$ cat src/rtl/jtag_pkg.sv
// Shared TAP constants: 4-bit state encodings, 2-bit opcodes and the default device ID.
package jtag_pkg;

    localparam logic [3:0] ST_TLR   = 4'hF;
    localparam logic [3:0] ST_RTI   = 4'hC;
    localparam logic [3:0] ST_SELDR = 4'h7;
    localparam logic [3:0] ST_CAPDR = 4'h6;
    localparam logic [3:0] ST_SHDR  = 4'h2;
    localparam logic [3:0] ST_EX1DR = 4'h1;
    localparam logic [3:0] ST_PAUDR = 4'h3;
    localparam logic [3:0] ST_EX2DR = 4'h0;
    localparam logic [3:0] ST_UPDDR = 4'h5;
    localparam logic [3:0] ST_SELIR = 4'h4;
    localparam logic [3:0] ST_CAPIR = 4'hE;
    localparam logic [3:0] ST_SHIR  = 4'hA;
    localparam logic [3:0] ST_EX1IR = 4'h9;
    localparam logic [3:0] ST_PAUIR = 4'hB;
    localparam logic [3:0] ST_EX2IR = 4'h8;
    localparam logic [3:0] ST_UPDIR = 4'hD;

    localparam logic [1:0] OP_EXTEST = 2'b00;
    localparam logic [1:0] OP_SAMPLE = 2'b01;
    localparam logic [1:0] OP_IDCODE = 2'b10;
    localparam logic [1:0] OP_BYPASS = 2'b11;

    // Fixed pattern captured into the IR chain so a host can sanity-check the scan path.
    localparam logic [1:0] IR_CAPTURE = 2'b01;

    localparam logic [31:0] IDCODE_DEFAULT = 32'h0000_0001;

endpackage

$ cat src/rtl/jtag_tap_fsm.sv
// 16-state IEEE 1149.1 TAP state machine; state register resets asynchronously to Test-Logic-Reset.
module jtag_tap_fsm
    import jtag_pkg::*;
(
    input  logic       i_tck,
    input  logic       i_rst,
    input  logic       i_tms,
    output logic [3:0] o_state
);

    logic [3:0] r_state;
    logic [3:0] w_next;

    always_comb begin
        w_next = ST_TLR;
        case (r_state)
            ST_TLR:   w_next = i_tms ? ST_TLR   : ST_RTI;
            ST_RTI:   w_next = i_tms ? ST_SELDR : ST_RTI;
            ST_SELDR: w_next = i_tms ? ST_SELIR : ST_CAPDR;
            ST_CAPDR: w_next = i_tms ? ST_EX1DR : ST_SHDR;
            ST_SHDR:  w_next = i_tms ? ST_EX1DR : ST_SHDR;
            ST_EX1DR: w_next = i_tms ? ST_UPDDR : ST_PAUDR;
            ST_PAUDR: w_next = i_tms ? ST_EX2DR : ST_PAUDR;
            ST_EX2DR: w_next = i_tms ? ST_UPDDR : ST_SHDR;
            ST_UPDDR: w_next = i_tms ? ST_SELDR : ST_RTI;
            ST_SELIR: w_next = i_tms ? ST_TLR   : ST_CAPIR;
            ST_CAPIR: w_next = i_tms ? ST_EX1IR : ST_SHIR;
            ST_SHIR:  w_next = i_tms ? ST_EX1IR : ST_SHIR;
            ST_EX1IR: w_next = i_tms ? ST_UPDIR : ST_PAUIR;
            ST_PAUIR: w_next = i_tms ? ST_EX2IR : ST_PAUIR;
            ST_EX2IR: w_next = i_tms ? ST_UPDIR : ST_SHIR;
            ST_UPDIR: w_next = i_tms ? ST_SELDR : ST_RTI;
            default:  w_next = ST_TLR;
        endcase
    end

    always_ff @(posedge i_tck or posedge i_rst) begin
        if (i_rst) r_state <= ST_TLR;
        else       r_state <= w_next;
    end

    assign o_state = r_state;

endmodule

$ cat src/rtl/jtag_tap_controller.sv
// TAP controller driving a boundary scan register; 2-bit IR, bypass cell, TDO mux.
// Define JTAG_IDCODE_EN to add the 32-bit ID chain and make IDCODE the reset instruction.
module jtag_tap_controller
    import jtag_pkg::*;
#(
    parameter int          IR_WIDTH     = 2,
    parameter logic [31:0] IDCODE_VALUE = IDCODE_DEFAULT
) (
    input  logic       TCK,
    input  logic       reset,
    input  logic       TMS,
    input  logic       TDI,
    input  logic       bsr_scan_out,
    output logic       bsr_scan_in,
    output logic       shiftDR,
    output logic       clockDR,
    output logic       updateDR,
    output logic       mode,
    output logic       TDO,
    output logic       tdo_en,
    output logic [3:0] tap_state
);

`ifdef JTAG_IDCODE_EN
    localparam logic [IR_WIDTH-1:0] IR_RESET = IR_WIDTH'(OP_IDCODE);
`else
    localparam logic [IR_WIDTH-1:0] IR_RESET = IR_WIDTH'(OP_BYPASS);
`endif

    logic [3:0]          w_state;
    logic [IR_WIDTH-1:0] r_ir_chain;
    logic [IR_WIDTH-1:0] r_ir;
    logic                r_bypass;
    logic                w_bsr_sel;
    logic                w_in_shdr;
    logic                w_in_shir;
    logic                w_tdo;

    jtag_tap_fsm u_fsm (
        .i_tck   (TCK),
        .i_rst   (reset),
        .i_tms   (TMS),
        .o_state (w_state)
    );

    assign w_in_shdr = (w_state == ST_SHDR);
    assign w_in_shir = (w_state == ST_SHIR);
    assign w_bsr_sel = (r_ir == IR_WIDTH'(OP_EXTEST)) || (r_ir == IR_WIDTH'(OP_SAMPLE));

    // The active instruction only moves on leaving UpdIR, so mode is stable across DR scans.
    always_ff @(posedge TCK or posedge reset) begin
        if (reset) begin
            r_ir_chain <= IR_WIDTH'(IR_CAPTURE);
            r_ir       <= IR_RESET;
        end else begin
            case (w_state)
                ST_TLR:   r_ir       <= IR_RESET;
                ST_CAPIR: r_ir_chain <= IR_WIDTH'(IR_CAPTURE);
                ST_SHIR:  r_ir_chain <= {TDI, r_ir_chain[IR_WIDTH-1:1]};
                ST_UPDIR: r_ir       <= r_ir_chain;
                default:  ;
            endcase
        end
    end

    always_ff @(posedge TCK or posedge reset) begin
        if (reset)                    r_bypass <= 1'b0;
        else if (w_state == ST_CAPDR) r_bypass <= 1'b0;
        else if (w_in_shdr)           r_bypass <= TDI;
    end

`ifdef JTAG_IDCODE_EN
    logic [31:0] r_id;
    logic        w_id_sel;

    assign w_id_sel = (r_ir == IR_WIDTH'(OP_IDCODE));

    always_ff @(posedge TCK or posedge reset) begin
        if (reset)                                r_id <= IDCODE_VALUE;
        else if (w_id_sel && w_state == ST_CAPDR) r_id <= IDCODE_VALUE;
        else if (w_id_sel && w_in_shdr)           r_id <= {TDI, r_id[31:1]};
    end

    always_comb begin
        w_tdo = 1'b0;
        if (w_in_shir)      w_tdo = r_ir_chain[0];
        else if (w_in_shdr) begin
            if (w_bsr_sel)     w_tdo = bsr_scan_out;
            else if (w_id_sel) w_tdo = r_id[0];
            else               w_tdo = r_bypass;
        end
    end
`else
    logic w_unused_idcode;
    assign w_unused_idcode = IDCODE_VALUE[0];

    // Opcode 10 falls through to the bypass cell when no ID chain is built.
    always_comb begin
        w_tdo = 1'b0;
        if (w_in_shir)      w_tdo = r_ir_chain[0];
        else if (w_in_shdr) w_tdo = w_bsr_sel ? bsr_scan_out : r_bypass;
    end
`endif

    assign bsr_scan_in = TDI;
    assign shiftDR     = w_bsr_sel && w_in_shdr;
    assign clockDR     = w_bsr_sel && (w_in_shdr || w_state == ST_CAPDR);
    assign updateDR    = w_bsr_sel && (w_state == ST_UPDDR);
    assign mode        = (r_ir == IR_WIDTH'(OP_EXTEST));
    assign TDO         = w_tdo;
    assign tdo_en      = w_in_shdr || w_in_shir;
    assign tap_state   = w_state;

endmodule

$ cat config.mk
export PLATFORM = sky130hd
export DESIGN_NAME = jtag_tap_controller
export DESIGN_NICKNAME = d
export VERILOG_FILES = /design/src/rtl/jtag_pkg.sv /design/src/rtl/jtag_tap_fsm.sv /design/src/rtl/jtag_tap_controller.sv
export SDC_FILE = /design/constraint.sdc
export NUM_CORES = 1
export LEC_CHECK = 0
export BUFFER_PORTS_ARGS = -buffer_cell sky130_fd_sc_hd__clkbuf_2
export CAP_MARGIN = 40
export CORE_AREA = 2 2 39 41
export DETAILED_ROUTE_END_ITERATION = 8
export DIE_AREA = 0 0 41 43
export PLACE_DENSITY = 0.71
export SYNTH_ARGS = -nofsm -noshare
export SYNTH_HDL_FRONTEND = slang
export SYNTH_SLANG_ARGS = --single-unit
$ cat constraint.sdc
create_clock -name TCK -period 2.11 [get_ports TCK]
set_input_delay 0.3165 -clock TCK [delete_from_list [all_inputs] [get_ports TCK]]
set_output_delay 0.3165 -clock TCK [all_outputs]
set_load 0.02 [all_outputs]
==> impl_results.md <==
- Die height: around 43 µm
- Post-route ant nets: 0
- Arr. time, crit path: 1.43 ns
- Row cnt: 14
- FF-to-FF Start: u_fsm.o_state[2]
- Cell Pwr Density: about 1700 nW/µm²
- 1st-iter DRT viols: 3
- Hold slack: 0.354 ns
- CP endpoint kind: output port
- Final count of pins violating max slew: 0
- CTS tree: built
- Top cells by area, synth: dfstp_2, dfrtp_1, o21ai_0
- Synth unique cells: 23
- Cells after Synth: just under 60
- Chip width: 41 µm
- Hold Path Depth: 3
- CTS root buf: clkbuf_4
- R2R Path End: u_fsm.o_state[1]
- Final Hold Vio Count: 0
- Place WS: around 0.62 ns
- Critical-path maximum fanout: 13
- Slew headroom: approximately 77%
- Tcrit/Tclk final: 82.7%
- CTS H-tree depth: 1
- WHS Endpoint: r_bypass
- Hold Path Class: input pin to flip-flop
- Lkg Pwr: about 0.00028 µW
- Worst-path clk slew: 0.06 ns
- Die area: roughly 1800 µm²
- Post-Route WL: 1.01 mm
- Slowest CP cell: dfstp_2
- CP delay by family, top: flip-flops
- CP max stage delay: roughly 0.67 ns
- Final net count: 79
- CTS Buffer Depth: 2
- Max Cap Viol: 0
- Cell Area, Synth: ~510 µm²
- Most common cell after layout, fill and taps aside: clkbuf_2
- Largest net degree at the start of global routing: 17
- Layout cell share with drive strength beyond 1: a little under two fifths
- Ant diodes: 0
- Port Buffers: 15
- Core Area: between 1000 and 1500 µm²
- Crit path time final: 1.75 ns
- Clk_lat worst skew: 0.25 ns
- Critical Path Start: u_fsm.o_state[1]
- First-pass GRT wire length: about 1.5 mm
- Total Routing Usage GR: a little over an eighth
- Vias post-DR: about 450
- Setup Skew: about 0.0074 ns
- Initial core utilization: around 37%
- Status: finished clean
- Finished Core Util: between 40% and 50%
- Worst Setup Path Type: flip-flop to output port
- GPL Wtd Cong: about 0.69
- Vias in the first global route: approximately 360
- VDD IR max: 549 µV
- Area leader, netlist: dfstp_2
- Yosys warning count: 0
- Post-DP HPWL: roughly 730 µm
- WL/cell: roughly 11 µm
- Total congestion overflow: 0
- CP Launch Type: flip-flop
- Num CTS Buffers: 3
- Vias per cell: about 5.1
- Initial antenna violation count: 0
- Syn nets: 63
- Pre-antenna DRT Iters: 4
- Final setup fails: 0
- Worst Tran Pin Value: between 0.3 and 0.4 ns
- Register area share after synthesis: between 40% and 50%
- Most frequent cells in the layout: clkbuf_2, nand2_1, o21ai_0
- Syn_area_per_cell: 8.87 µm²
- Worst hold start: TDI
- Setup WS post-layout: between 0.3 and 0.4 ns
- Cell depth of the worst flop-to-flop path: 3
- CP Buf/Inv Count: 1
- Setup TNS: 0 ns
- Critical Path RT: 1.79 ns
- R2r setup slk: approximately 0.76 ns
- Worst-path cell chain: nand2b_4 > nor2_1 > and2_1 > clkbuf_2
- DRC Markers: 0
- I/O Pins: 16
- Flops & latches, synth: 9
- Fmax: ~570 MHz
- Area Overhead vs Synth: 19.2%
- Unrepaired setup endpoints after global routing: no
- Sink Count: 9
- Area share of the largest cell type after synthesis: approximately 36%
[per-layer routing]
layer	wire, µm	global-route usage [%]	up-vias
met5	0	0	-
met4	19	10.0	0
met3	29	6.28	2
met2	481	18.8	8
met1	477	15.0	216
li1	-	-	227
[flip-flops by register name, summed over array words and instances (netlist names)]
register	cells
r_ir	2
r_bypass	1
u_fsm.o_state	4
r_ir_chain	2
[cell families (layout without fill, tap and decap cells)]
group,Yosys count,in the layout,share of synthesized area [%]
compound gates,13,13,15.1
flops,9,9,45.5
simple gates,28,28,28.2
mux,2,2,4.14
buf+inv,6,21,7.06
[repair_timing]
action,in CTS,in global routing
hold buffers,1,0
resized for setup,0,0
hold endpoints to repair,1,0
buffers inserted,0,0
[worst register-to-register path: stages, from the launching register on]
cell	delay, ns
dfstp_2	0.63
or3b_1	0.36
a21oi_1	0.15
a311o_2	0.14
[cells in the mapped netlist]
| library cell | n |
|---|---|
| nand2b_1 | 3 |
| mux2i_1 | 1 |
| nor4_1 | 2 |
| a311o_2 | 1 |
| nor2_1 | 6 |
| or3b_1 | 1 |
| nand2_1 | 9 |
| nand3_1 | 2 |
| and2_1 | 1 |
| nor2b_1 | 1 |
| mux2_2 | 1 |
| o21ai_0 | 8 |
| a21oi_1 | 2 |
| nand2b_4 | 1 |
| nor3_1 | 1 |
| dfstp_2 | 7 |
| inv_1 | 1 |
| buf_4 | 3 |
| nand3b_1 | 1 |
| dfrtp_1 | 2 |
| a22o_1 | 1 |
| buf_2 | 2 |
| o31ai_1 | 1 |
[how the worst max path moves through the flow]
stage,to,cells past startpoint
floorplan,updateDR,3
global placement,shiftDR,3
CTS,TDO,4
finish,TDO,4
global route,updateDR,3
detailed placement,TDO,4
[report_power, final]
group	switching (µW)	internal, µW	total, µW
sequential	160	310	470
clock	55.9	72.6	128
combinational	239	185	425
total	455	568	1020
[stage by stage]
stage,instance area (µm²),instances,power (µW)
global placement,577,84,883
CTS,613,89,1030
global route,613,89,1110
floorplan,514,58,791
detailed placement,577,84,893
finish,613,89,1020
[final cells by class]
cell class                 count  area, µm²
sequential                     9        234
fill                         141        771
clock buffer                   4       26.3
timing repair buffer          16       85.1
tap                           16       20.0
multi-input combinational     43        244
inverter                       1       3.75
No activity file was read; power rests on OpenSTA's default activity.
